`src/rtl/input_port_requester_if.sv`:
```
// Bundle of the FIFO-side, arbiter-side and crossbar-side signals of one router input port.
interface input_port_requester_if #(
    parameter int unsigned OUT_N      = 5,
    parameter int unsigned DATA_WIDTH = 8
);
    localparam int unsigned SelW = $clog2(OUT_N);

    logic [DATA_WIDTH-1:0] flit_i;
    logic                  flit_vld_i;
    logic                  flit_rdy_o;
    logic [OUT_N-1:0]      req_o;
    logic [OUT_N-1:0]      grant_i;
    logic                  out_rdy_i;
    logic [DATA_WIDTH-1:0] flit_o;
    logic                  flit_vld_o;
    logic [SelW-1:0]       out_sel_o;
    logic                  err_o;
    logic [7:0]            pkt_cnt_o;

    // Requester (the input port itself)
    modport slave (
        input  flit_i, flit_vld_i, grant_i, out_rdy_i,
        output flit_rdy_o, req_o, flit_o, flit_vld_o, out_sel_o, err_o, pkt_cnt_o
    );

    // Surroundings: FIFO, output arbiters and crossbar
    modport master (
        output flit_i, flit_vld_i, grant_i, out_rdy_i,
        input  flit_rdy_o, req_o, flit_o, flit_vld_o, out_sel_o, err_o, pkt_cnt_o
    );
endinterface

```
`src/rtl/input_port_requester.sv`:
```
// Input-port requester: XY-routes the head flit, holds a one-hot request to the chosen
// output arbiter for the whole packet and forwards one flit per granted, ready cycle.
module input_port_requester #(
    parameter int unsigned OUT_N      = 5,
    parameter int unsigned DATA_WIDTH = 8,
    parameter int unsigned X_W        = 2,
    parameter int unsigned Y_W        = 2,
    parameter int unsigned ROUTER_X   = 0,
    parameter int unsigned ROUTER_Y   = 0
) (
    input  logic                   clk_i,
    input  logic                   rst_ni,
    input_port_requester_if.slave  bus
);
    localparam int unsigned SelW = $clog2(OUT_N);

    localparam logic [SelW-1:0] PortLocal = SelW'(0);
    localparam logic [SelW-1:0] PortNorth = SelW'(1);
    localparam logic [SelW-1:0] PortEast  = SelW'(2);
    localparam logic [SelW-1:0] PortSouth = SelW'(3);
    localparam logic [SelW-1:0] PortWest  = SelW'(4);

    typedef enum logic [0:0] {StIdle, StActive} state_e;

    state_e          state_q, state_d;
    logic [SelW-1:0] out_sel_q, out_sel_d, route_sel;
    logic            first_q, first_d;   // no flit of the current packet has transferred yet
    logic            err_q, err_d;
    logic [7:0]      pkt_cnt_q, pkt_cnt_d;

    logic [1:0]      flit_type;
    logic            is_head, is_tail, granted, fwd_vld, transfer;
    logic [X_W-1:0]  dest_x;
    logic [Y_W-1:0]  dest_y;

    // Type 10 head, 11 single, 00 body, 01 tail: bit 1 marks a head, bit 0 a tail
    assign flit_type = bus.flit_i[DATA_WIDTH-1 -: 2];
    assign is_head   = flit_type[1];
    assign is_tail   = flit_type[0];
    assign dest_x    = bus.flit_i[X_W-1:0];
    assign dest_y    = bus.flit_i[X_W+Y_W-1:X_W];
    assign granted   = bus.grant_i[out_sel_q];

    // XY route of the flit at the FIFO head, X resolved first
    always_comb begin
        route_sel = PortLocal;
        if (dest_x > X_W'(ROUTER_X)) begin
            route_sel = PortEast;
        end else if (dest_x < X_W'(ROUTER_X)) begin
            route_sel = PortWest;
        end else if (dest_y > Y_W'(ROUTER_Y)) begin
            route_sel = PortNorth;
        end else if (dest_y < Y_W'(ROUTER_Y)) begin
            route_sel = PortSouth;
        end
    end

    // FSM state register
    always_ff @(posedge clk_i or negedge rst_ni) begin
        if (!rst_ni) begin
            state_q <= StIdle;
        end else begin
            state_q <= state_d;
        end
    end

    // FSM next state: open a packet on a head, close it when its tail transfers
    always_comb begin
        state_d = state_q;
        unique case (state_q)
            StIdle:   if (bus.flit_vld_i && is_head) state_d = StActive;
            StActive: if (transfer && is_tail)       state_d = StIdle;
            default:  state_d = StIdle;
        endcase
    end

    // FSM outputs: request, forward-valid and FIFO pop
    always_comb begin
        bus.req_o      = '0;
        bus.flit_rdy_o = 1'b0;
        fwd_vld        = 1'b0;
        transfer       = 1'b0;
        unique case (state_q)
            // Stray body/tail is dropped; a head waits in the FIFO until routed
            StIdle: bus.flit_rdy_o = bus.flit_vld_i & ~is_head;
            StActive: begin
                bus.req_o      = OUT_N'(1) << out_sel_q;
                fwd_vld        = bus.flit_vld_i & granted;
                transfer       = fwd_vld & bus.out_rdy_i;
                bus.flit_rdy_o = transfer;
            end
            default: ;
        endcase
    end

    assign bus.flit_vld_o = fwd_vld;
    assign bus.flit_o     = bus.flit_i;
    assign bus.out_sel_o  = out_sel_q;
    assign bus.err_o      = err_q;
    assign bus.pkt_cnt_o  = pkt_cnt_q;

    // Route latch, error pulse and packet counter next state
    always_comb begin
        out_sel_d = out_sel_q;
        first_d   = first_q;
        err_d     = 1'b0;
        pkt_cnt_d = pkt_cnt_q;
        if (state_q == StIdle && bus.flit_vld_i) begin
            if (is_head) begin
                out_sel_d = route_sel;
                first_d   = 1'b1;
            end else begin
                err_d = 1'b1;
            end
        end
        if (transfer) begin
            first_d = 1'b0;
            // A head inside a packet means the previous tail went missing
            if (is_head && !first_q) err_d = 1'b1;
            if (is_tail) pkt_cnt_d = pkt_cnt_q + 8'd1;
        end
    end

    // Datapath registers
    always_ff @(posedge clk_i or negedge rst_ni) begin
        if (!rst_ni) begin
            out_sel_q <= '0;
            first_q   <= 1'b0;
            err_q     <= 1'b0;
            pkt_cnt_q <= '0;
        end else begin
            out_sel_q <= out_sel_d;
            first_q   <= first_d;
            err_q     <= err_d;
            pkt_cnt_q <= pkt_cnt_d;
        end
    end
endmodule

```
`src/flat_wrapper.sv`:
```
// flat-port wrapper written by rule: the top's interface ports become plain ports
module input_port_requester_flat 
#(
    parameter int unsigned OUT_N      = 5,
    parameter int unsigned DATA_WIDTH = 8,
    parameter int unsigned X_W        = 2,
    parameter int unsigned Y_W        = 2,
    parameter int unsigned ROUTER_X   = 0,
    parameter int unsigned ROUTER_Y   = 0
)
  (clk_i, rst_ni, bus_flit_i, bus_flit_vld_i, bus_grant_i, bus_out_rdy_i, bus_flit_rdy_o, bus_req_o, bus_flit_o, bus_flit_vld_o, bus_out_sel_o, bus_err_o, bus_pkt_cnt_o);
  input_port_requester_if #(.OUT_N(OUT_N), .DATA_WIDTH(DATA_WIDTH)) bus_i ();
  input  logic clk_i;
  input  logic rst_ni;
  input wire logic [$bits(bus_i.flit_i)-1:0] bus_flit_i;
  input wire logic [$bits(bus_i.flit_vld_i)-1:0] bus_flit_vld_i;
  input wire logic [$bits(bus_i.grant_i)-1:0] bus_grant_i;
  input wire logic [$bits(bus_i.out_rdy_i)-1:0] bus_out_rdy_i;
  output wire logic [$bits(bus_i.flit_rdy_o)-1:0] bus_flit_rdy_o;
  output wire logic [$bits(bus_i.req_o)-1:0] bus_req_o;
  output wire logic [$bits(bus_i.flit_o)-1:0] bus_flit_o;
  output wire logic [$bits(bus_i.flit_vld_o)-1:0] bus_flit_vld_o;
  output wire logic [$bits(bus_i.out_sel_o)-1:0] bus_out_sel_o;
  output wire logic [$bits(bus_i.err_o)-1:0] bus_err_o;
  output wire logic [$bits(bus_i.pkt_cnt_o)-1:0] bus_pkt_cnt_o;
  assign bus_i.flit_i = bus_flit_i;
  assign bus_i.flit_vld_i = bus_flit_vld_i;
  assign bus_i.grant_i = bus_grant_i;
  assign bus_i.out_rdy_i = bus_out_rdy_i;
  assign bus_flit_rdy_o = bus_i.flit_rdy_o;
  assign bus_req_o = bus_i.req_o;
  assign bus_flit_o = bus_i.flit_o;
  assign bus_flit_vld_o = bus_i.flit_vld_o;
  assign bus_out_sel_o = bus_i.out_sel_o;
  assign bus_err_o = bus_i.err_o;
  assign bus_pkt_cnt_o = bus_i.pkt_cnt_o;
  input_port_requester #(.OUT_N(OUT_N), .DATA_WIDTH(DATA_WIDTH), .X_W(X_W), .Y_W(Y_W), .ROUTER_X(ROUTER_X), .ROUTER_Y(ROUTER_Y)) u_core (.clk_i(clk_i), .rst_ni(rst_ni), .bus(bus_i));
endmodule
```
`config.mk`:
```
export PLATFORM = sky130hd
export DESIGN_NAME = input_port_requester_flat
export DESIGN_NICKNAME = d
export VERILOG_FILES = /design/src/rtl/input_port_requester_if.sv /design/src/rtl/input_port_requester.sv /design/src/flat_wrapper.sv
export SDC_FILE = /design/constraint.sdc
export NUM_CORES = 1
export LEC_CHECK = 0
export CORE_MARGIN = 2
export CORE_UTILIZATION = 33
export DETAILED_ROUTE_END_ITERATION = 8
export PLACE_DENSITY = 0.86
export SETUP_SLACK_MARGIN = 0.1
export SLEW_MARGIN = 20
export SYNTH_ARGS = -nofsm -noshare
export SYNTH_HDL_FRONTEND = slang
export SYNTH_SLANG_ARGS = --single-unit
export TNS_END_PERCENT = 50
```
`constraint.sdc`:
```
create_clock -name clk_i -period 1.7 [get_ports clk_i]
set_clock_uncertainty 0.2 [all_clocks]
set_input_delay 0.255 -clock clk_i [delete_from_list [all_inputs] [get_ports clk_i]]
set_output_delay 0.255 -clock clk_i [all_outputs]
set_load 0.02 [all_outputs]
```
==> results of run 1 <==
worst max-delay path, stage by stage (launching register included):
cell and delay, ns:
dfrtp_2 0.44, mux2i_2 0.17, o22a_2 0.25, inv_4 0.06
nand2_2 0.06, nand2_2 0.08, buf_6 0.12
final cells by class:
class,instances,area (sq um),share of cell area [%]
flip-flops and latches,13,328,26.3
multi-input cells,50,433,34.7
clock buffers,4,26.3,2.10
inverters,1,6.26,0.501
well taps,28,35.0,2.81
repair buffers,48,420,33.7
path summary, 6_finish.rpt:
kind / from / end / slack, ns / cells past startpoint
min reg2reg: u_core.bus.pkt_cnt_o[7]$_DFFE_PN0P_ / u_core.bus.pkt_cnt_o[7]$_DFFE_PN0P_ / 0.27 / 1
max reg2reg: u_core.bus.out_sel_o[0]$_DFFE_PN0P_ / u_core.bus.pkt_cnt_o[1]$_DFFE_PN0P_ / -0.11 / 7
max in group asynchronous: rst_ni / u_core.bus.pkt_cnt_o[7]$_DFFE_PN0P_ / 0.86 / 2
max: u_core.bus.out_sel_o[0]$_DFFE_PN0P_ / bus_flit_rdy_o / -0.23 / 6
min in group clk_i: u_core.bus.pkt_cnt_o[7]$_DFFE_PN0P_ / u_core.bus.pkt_cnt_o[7]$_DFFE_PN0P_ / 0.27 / 1
min: rst_ni / u_core.bus.out_sel_o[0]$_DFFE_PN0P_ / 0.02 / 1
cell families (layout without fill, tap and decap cells):
kind of cell    Yosys count  count (layout)  synth area share (%)
compound gates            7               7                  6.01
xor+xnor                  7               7                  8.18
fa+ha+maj                 1               1                  1.67
buf+inv                  13              53                  12.2
flops                    13              13                  43.4
mux                       3               3                  4.17
other cells               1               2                 0.500
simple gates             30              30                  23.9
report_power, final:
part / internal (mW) / switching, mW
registers: 0.400 / 0.0984
clock network: 0.0916 / 0.110
logic: 0.449 / 0.471
total: 0.941 / 0.680
state kept, by name, summed over array words and instances (netlist names):
register / count
u_core.state_q: 1
u_core.bus.err_o: 1
u_core.bus.pkt_cnt_o: 8
u_core.bus.out_sel_o: 2
u_core.first_q: 1
routing by layer:
| layer | vias up | routed length [um] |
|---|---|---|
| li1 | 328 | - |
| met5 | - | 0 |
| met2 | 22 | 1140 |
| met4 | 0 | 36 |
| met3 | 3 | 101 |
| met1 | 331 | 832 |
synth_stat cells, types with 2 or more instances:
| master | number | share of area, % |
|---|---|---|
| o21ai_0 | 4 | 2.7 |
| nor4_1 | 3 | 2.5 |
| nand3b_1 | 2 | 2.0 |
| nand2_1 | 8 | 4.0 |
| buf_4 | 11 | 11 |
| mux2i_1 | 2 | 2.7 |
| xor2_1 | 6 | 7.0 |
| nand3_1 | 4 | 2.7 |
| dfrtp_1 | 13 | 43 |
| nor2_1 | 2 | 1.0 |
cells in the final DEF, fill, tap and decap left out, drive strengths merged, types with 2 or more instances in the layout:
master	n
clkbuf	4
nand2	9
dfrtp	13
nand3b	2
and3b	2
conb	2
xor2	6
buf	21
dlygate4sd2	15
clkdlybuf4s50	12
and3	2
nor4	3
nor2	2
o21ai	4
nand3	4
mux2i	2
metrics by stage:
| stage | instances | total power [mW] | hold WS (ns) | utilization, % |
|---|---|---|---|---|
| floorplan | 76 | 0.955 | -0.241 | - |
| global placement | 137 | 1.32 | 0.263 | 52.7 |
| detailed placement | 137 | 1.35 | 0.264 | 52.7 |
| CTS | 143 | 1.58 | 0.0206 | 56.3 |
| global route | 144 | 1.73 | 0.0311 | 57.6 |
| finish | 144 | 1.62 | 0.0178 | 57.6 |
what timing repair did:
item / in CTS / in global routing
setup endpoints to repair: 30 / 19
pin swaps: 3 / 5
resized for setup: 69 / 10
buffers inserted: 2 / 2
==> results_dict.tcl, run 1 <==
set metrics [dict create \
    fillers 206 \
    syn_avg_cell_area_sq_um 9.99 \
    clkLatencyLatePin_ns 0.29 \
    drv_slew 0 \
    synth-warning-count 0 \
    nets 135 \
    io_pins 44 \
    outcome "finished, violations left" \
    cts_buffers 3 \
    synth_seq_cells 13 \
    fin_setup_tns_ns -0.714 \
    antenna_found_initial 0 \
    grt_use_total_pct 17.8 \
    vias 684 \
    hold_viol 0 \
    synthFlopType "dfrtp_1" \
    fmax_ghz 0.517 \
    cp_data_required_time_ns 1.24 \
    critPathCaptureType "primary output" \
    totalWireLength_um 2110 \
    final_cell_area_sq_um 1250 \
    io_buffers 36 \
    hpwl_um 1520 \
    grt_pass1_wl_um 3380 \
    placed_area_sq_um 1140 \
    drive_gt1_share_pct 38.8 \
    cts_tree "built" \
    htree_num_levels 1 \
    yosysSeqAreaShare_pct 43.4 \
    grt_max_degree 8 \
    period_minus_slack_ns 1.93 \
    die_y_um 51.7 \
    ir_drop_mv 0.859 \
    dieWidth_um 51.7 \
    holdCritPathClass "in -> async" \
    die-area_sq_um 2670 \
    drt-pass1-iter-count 4 \
    grt.busiest_layer "met2" \
    start_util_pct 34.5 \
    violations "negative setup slack" \
    synthArstFlopShare_pct 100 \
    dp_worst_setup_slack_ns -0.739 \
    cp.arrival_ns 1.48 \
    drc 0 \
    clockRootBuffer "clkbuf_4" \
    netlist_area_sq_um 749 \
    powerDensity_nw_per_um2 1300 \
    placeableCoreArea_sq_um 2170 \
    leakagePower_nw 0.665 \
    place.gp.congestion 0.763 \
    path_max_fanout 3 \
    final-setup-viol-count 8 \
    drv_cap 0 \
    synth_cell_types 30 \
    grt_use_met1_pct 20.3 \
    via_per_inst 4.75 \
    clock_sinks 13 \
    grt_util_met2_pct 31.2 \
    grt_overflow_total 0 \
    rsz0062_at_grt "yes" \
    antennaDiodeCount 0 \
    grt_util_met3_pct 3.45 \
    grt_pass1_vias 704 \
    cts_buffer_depth 2 \
    synth_edf_count 0 \
    worstSetupPathType "reg -> out" \
    wire_per_inst_um 14.7 \
    path_clk_slew_ns 0.08 \
    area_delta_synth_final_pct 66.6 \
    rows 17 \
    antenna_left 0 \
    fin_crit_sh_pct 114 \
    setup_ws_ns -0.234 \
    syn_inst 75 \
    startpoint_type "flip-flop" \
    cts_hold_buf 0 \
    drt-initial-drc-count 6 \
]
Power figures use the tool's default switching activity.
==> inputs of run 2 (changes only) <==
SKIP_CTS_REPAIR_TIMING = 1   (was default)
==> results_dict.tcl, run 2 (synthesis results as in run 1) <==
set metrics [dict create \
    die_y_um 51.7 \
    fin_setup_tns_ns -1.13 \
    finish.utilization_pct 61.1 \
    holdCritPathClass "in -> async" \
    fin_crit_sh_pct 115 \
    powerDensity_nw_per_um2 1240 \
    io_buffers 36 \
    final-setup-viol-count 11 \
    via_per_inst 4.88 \
    violations "negative setup slack" \
    layout_common_cells "dlymetal6s2s_1 (18), clkdlybuf4s50_1 (12), buf_4 (12)" \
    htree_num_levels 1 \
    grt_max_degree 8 \
    drt-pass1-iter-count 5 \
    mostFrequentLayoutCell "dlymetal6s2s_1" \
    cp.arrival_ns 1.49 \
    r2r_slack_ns -0.15 \
    placeableCoreArea_sq_um 2170 \
    cp_data_required_time_ns 1.24 \
    hold_viol 0 \
    crit_slowest_cell "dfrtp_2" \
    power_mw 1.64 \
    area_delta_synth_final_pct 76.8 \
    largest_reg_flops 8 \
    vias 708 \
    hpwl_um 1520 \
    start_util_pct 34.5 \
    path_clk_slew_ns 0.08 \
    setup_ws_ns -0.247 \
    antennaDiodeCount 0 \
    dp.cells 137 \
    cp_top_family "flip-flops" \
    period_minus_slack_ns 1.95 \
    rsz0062_at_grt "yes" \
    antenna_found_initial 0 \
    cts_buffers 3 \
    totalWireLength_um 2120 \
    antenna_left 0 \
    drt-initial-drc-count 16 \
    critPathCaptureType "primary output" \
    clkLatencyLatePin_ns 0.29 \
    fmax_ghz 0.514 \
    wire_per_inst_um 14.6 \
    clock_sinks 13 \
    nets 136 \
    place.gp.congestion 0.763 \
    grt_pass1_wl_um 3000 \
    drive_gt1_share_pct 35.9 \
    outcome "finished, violations left" \
    cts_tree "built" \
    grt_pass1_vias 667 \
    grt_overflow_total 0 \
    die-area_sq_um 2670 \
    drv_slew 0 \
    leakagePower_nw 0.866 \
    path_max_fanout 3 \
    io_pins 44 \
    cts_buffer_depth 2 \
    rows 17 \
    critical_path_buf_inv_count 2 \
    dieWidth_um 51.7 \
    drv_cap 0 \
    clockRootBuffer "clkbuf_4" \
    startpoint_type "flip-flop" \
    worstSetupPathType "reg -> out" \
    layout.cells.non_filler 145 \
    drc 0 \
    grt_use_total_pct 15.6 \
    worst_path_most_repeated_cell "nand2_4" \
    crit_chain "mux2i_2 -> o22a_2 -> inv_4 -> nand2_4 -> nand2_4 -> buf_6" \
    ir_drop_mv 0.757 \
    cpPeakStageDelay_ns 0.44 \
]
-- run 2: routing by layer --
metal  GRT usage [%]  wire length, um  part of all wire, %
met4            9.21               36                  1.7
met2            25.9             1140                   54
met1            18.5              805                   38
met5               0                0                    0
met3            3.45              131                  6.2
-- run 2: worst paths after layout --
| check | start | endpoint | cells past startpoint |
|---|---|---|---|
| worst max-delay path | u_core.bus.out_sel_o[0]$_DFFE_PN0P_ | bus_flit_rdy_o | 6 |
| worst min-delay path | rst_ni | u_core.bus.out_sel_o[0]$_DFFE_PN0P_ | 1 |
| worst max register to register | u_core.bus.out_sel_o[0]$_DFFE_PN0P_ | u_core.bus.pkt_cnt_o[1]$_DFFE_PN0P_ | 7 |
| worst min register to register | u_core.bus.pkt_cnt_o[7]$_DFFE_PN0P_ | u_core.bus.pkt_cnt_o[7]$_DFFE_PN0P_ | 1 |
| max in group asynchronous | rst_ni | u_core.bus.pkt_cnt_o[6]$_DFFE_PN0P_ | 2 |
| min in group clk_i | bus_flit_vld_i | u_core.bus.out_sel_o[0]$_DFFE_PN0P_ | 3 |
-- run 2: through the flow --
stage | worst slack, ns | cell area, sq um | hold WS (ns)
2_1_floorplan | -0.0189 | 771 | -0.241
3_3_place_gp | -0.683 | 1140 | 0.263
3_5_place_dp | -0.739 | 1140 | 0.264
4_1_cts | -0.738 | 1170 | 0.0206
5_1_grt | -0.275 | 1330 | 0.0332
6_report | -0.247 | 1330 | 0.0107
-- run 2: final cells by class --
cell class | count | area, sq um
flip-flops and latches | 13 | 328
well taps | 28 | 35.0
fillers | 185 | 845
inverters | 1 | 6.26
clock buffers | 4 | 26.3
repair buffers | 49 | 495
multi-input cells | 50 | 434
-- run 2: report_power, final --
part	internal (mW)	switching (mW)	leakage [nW]
combinational	0.474	0.474	0.684
sequential	0.400	0.0950	0.166
clock	0.0915	0.110	0.0150
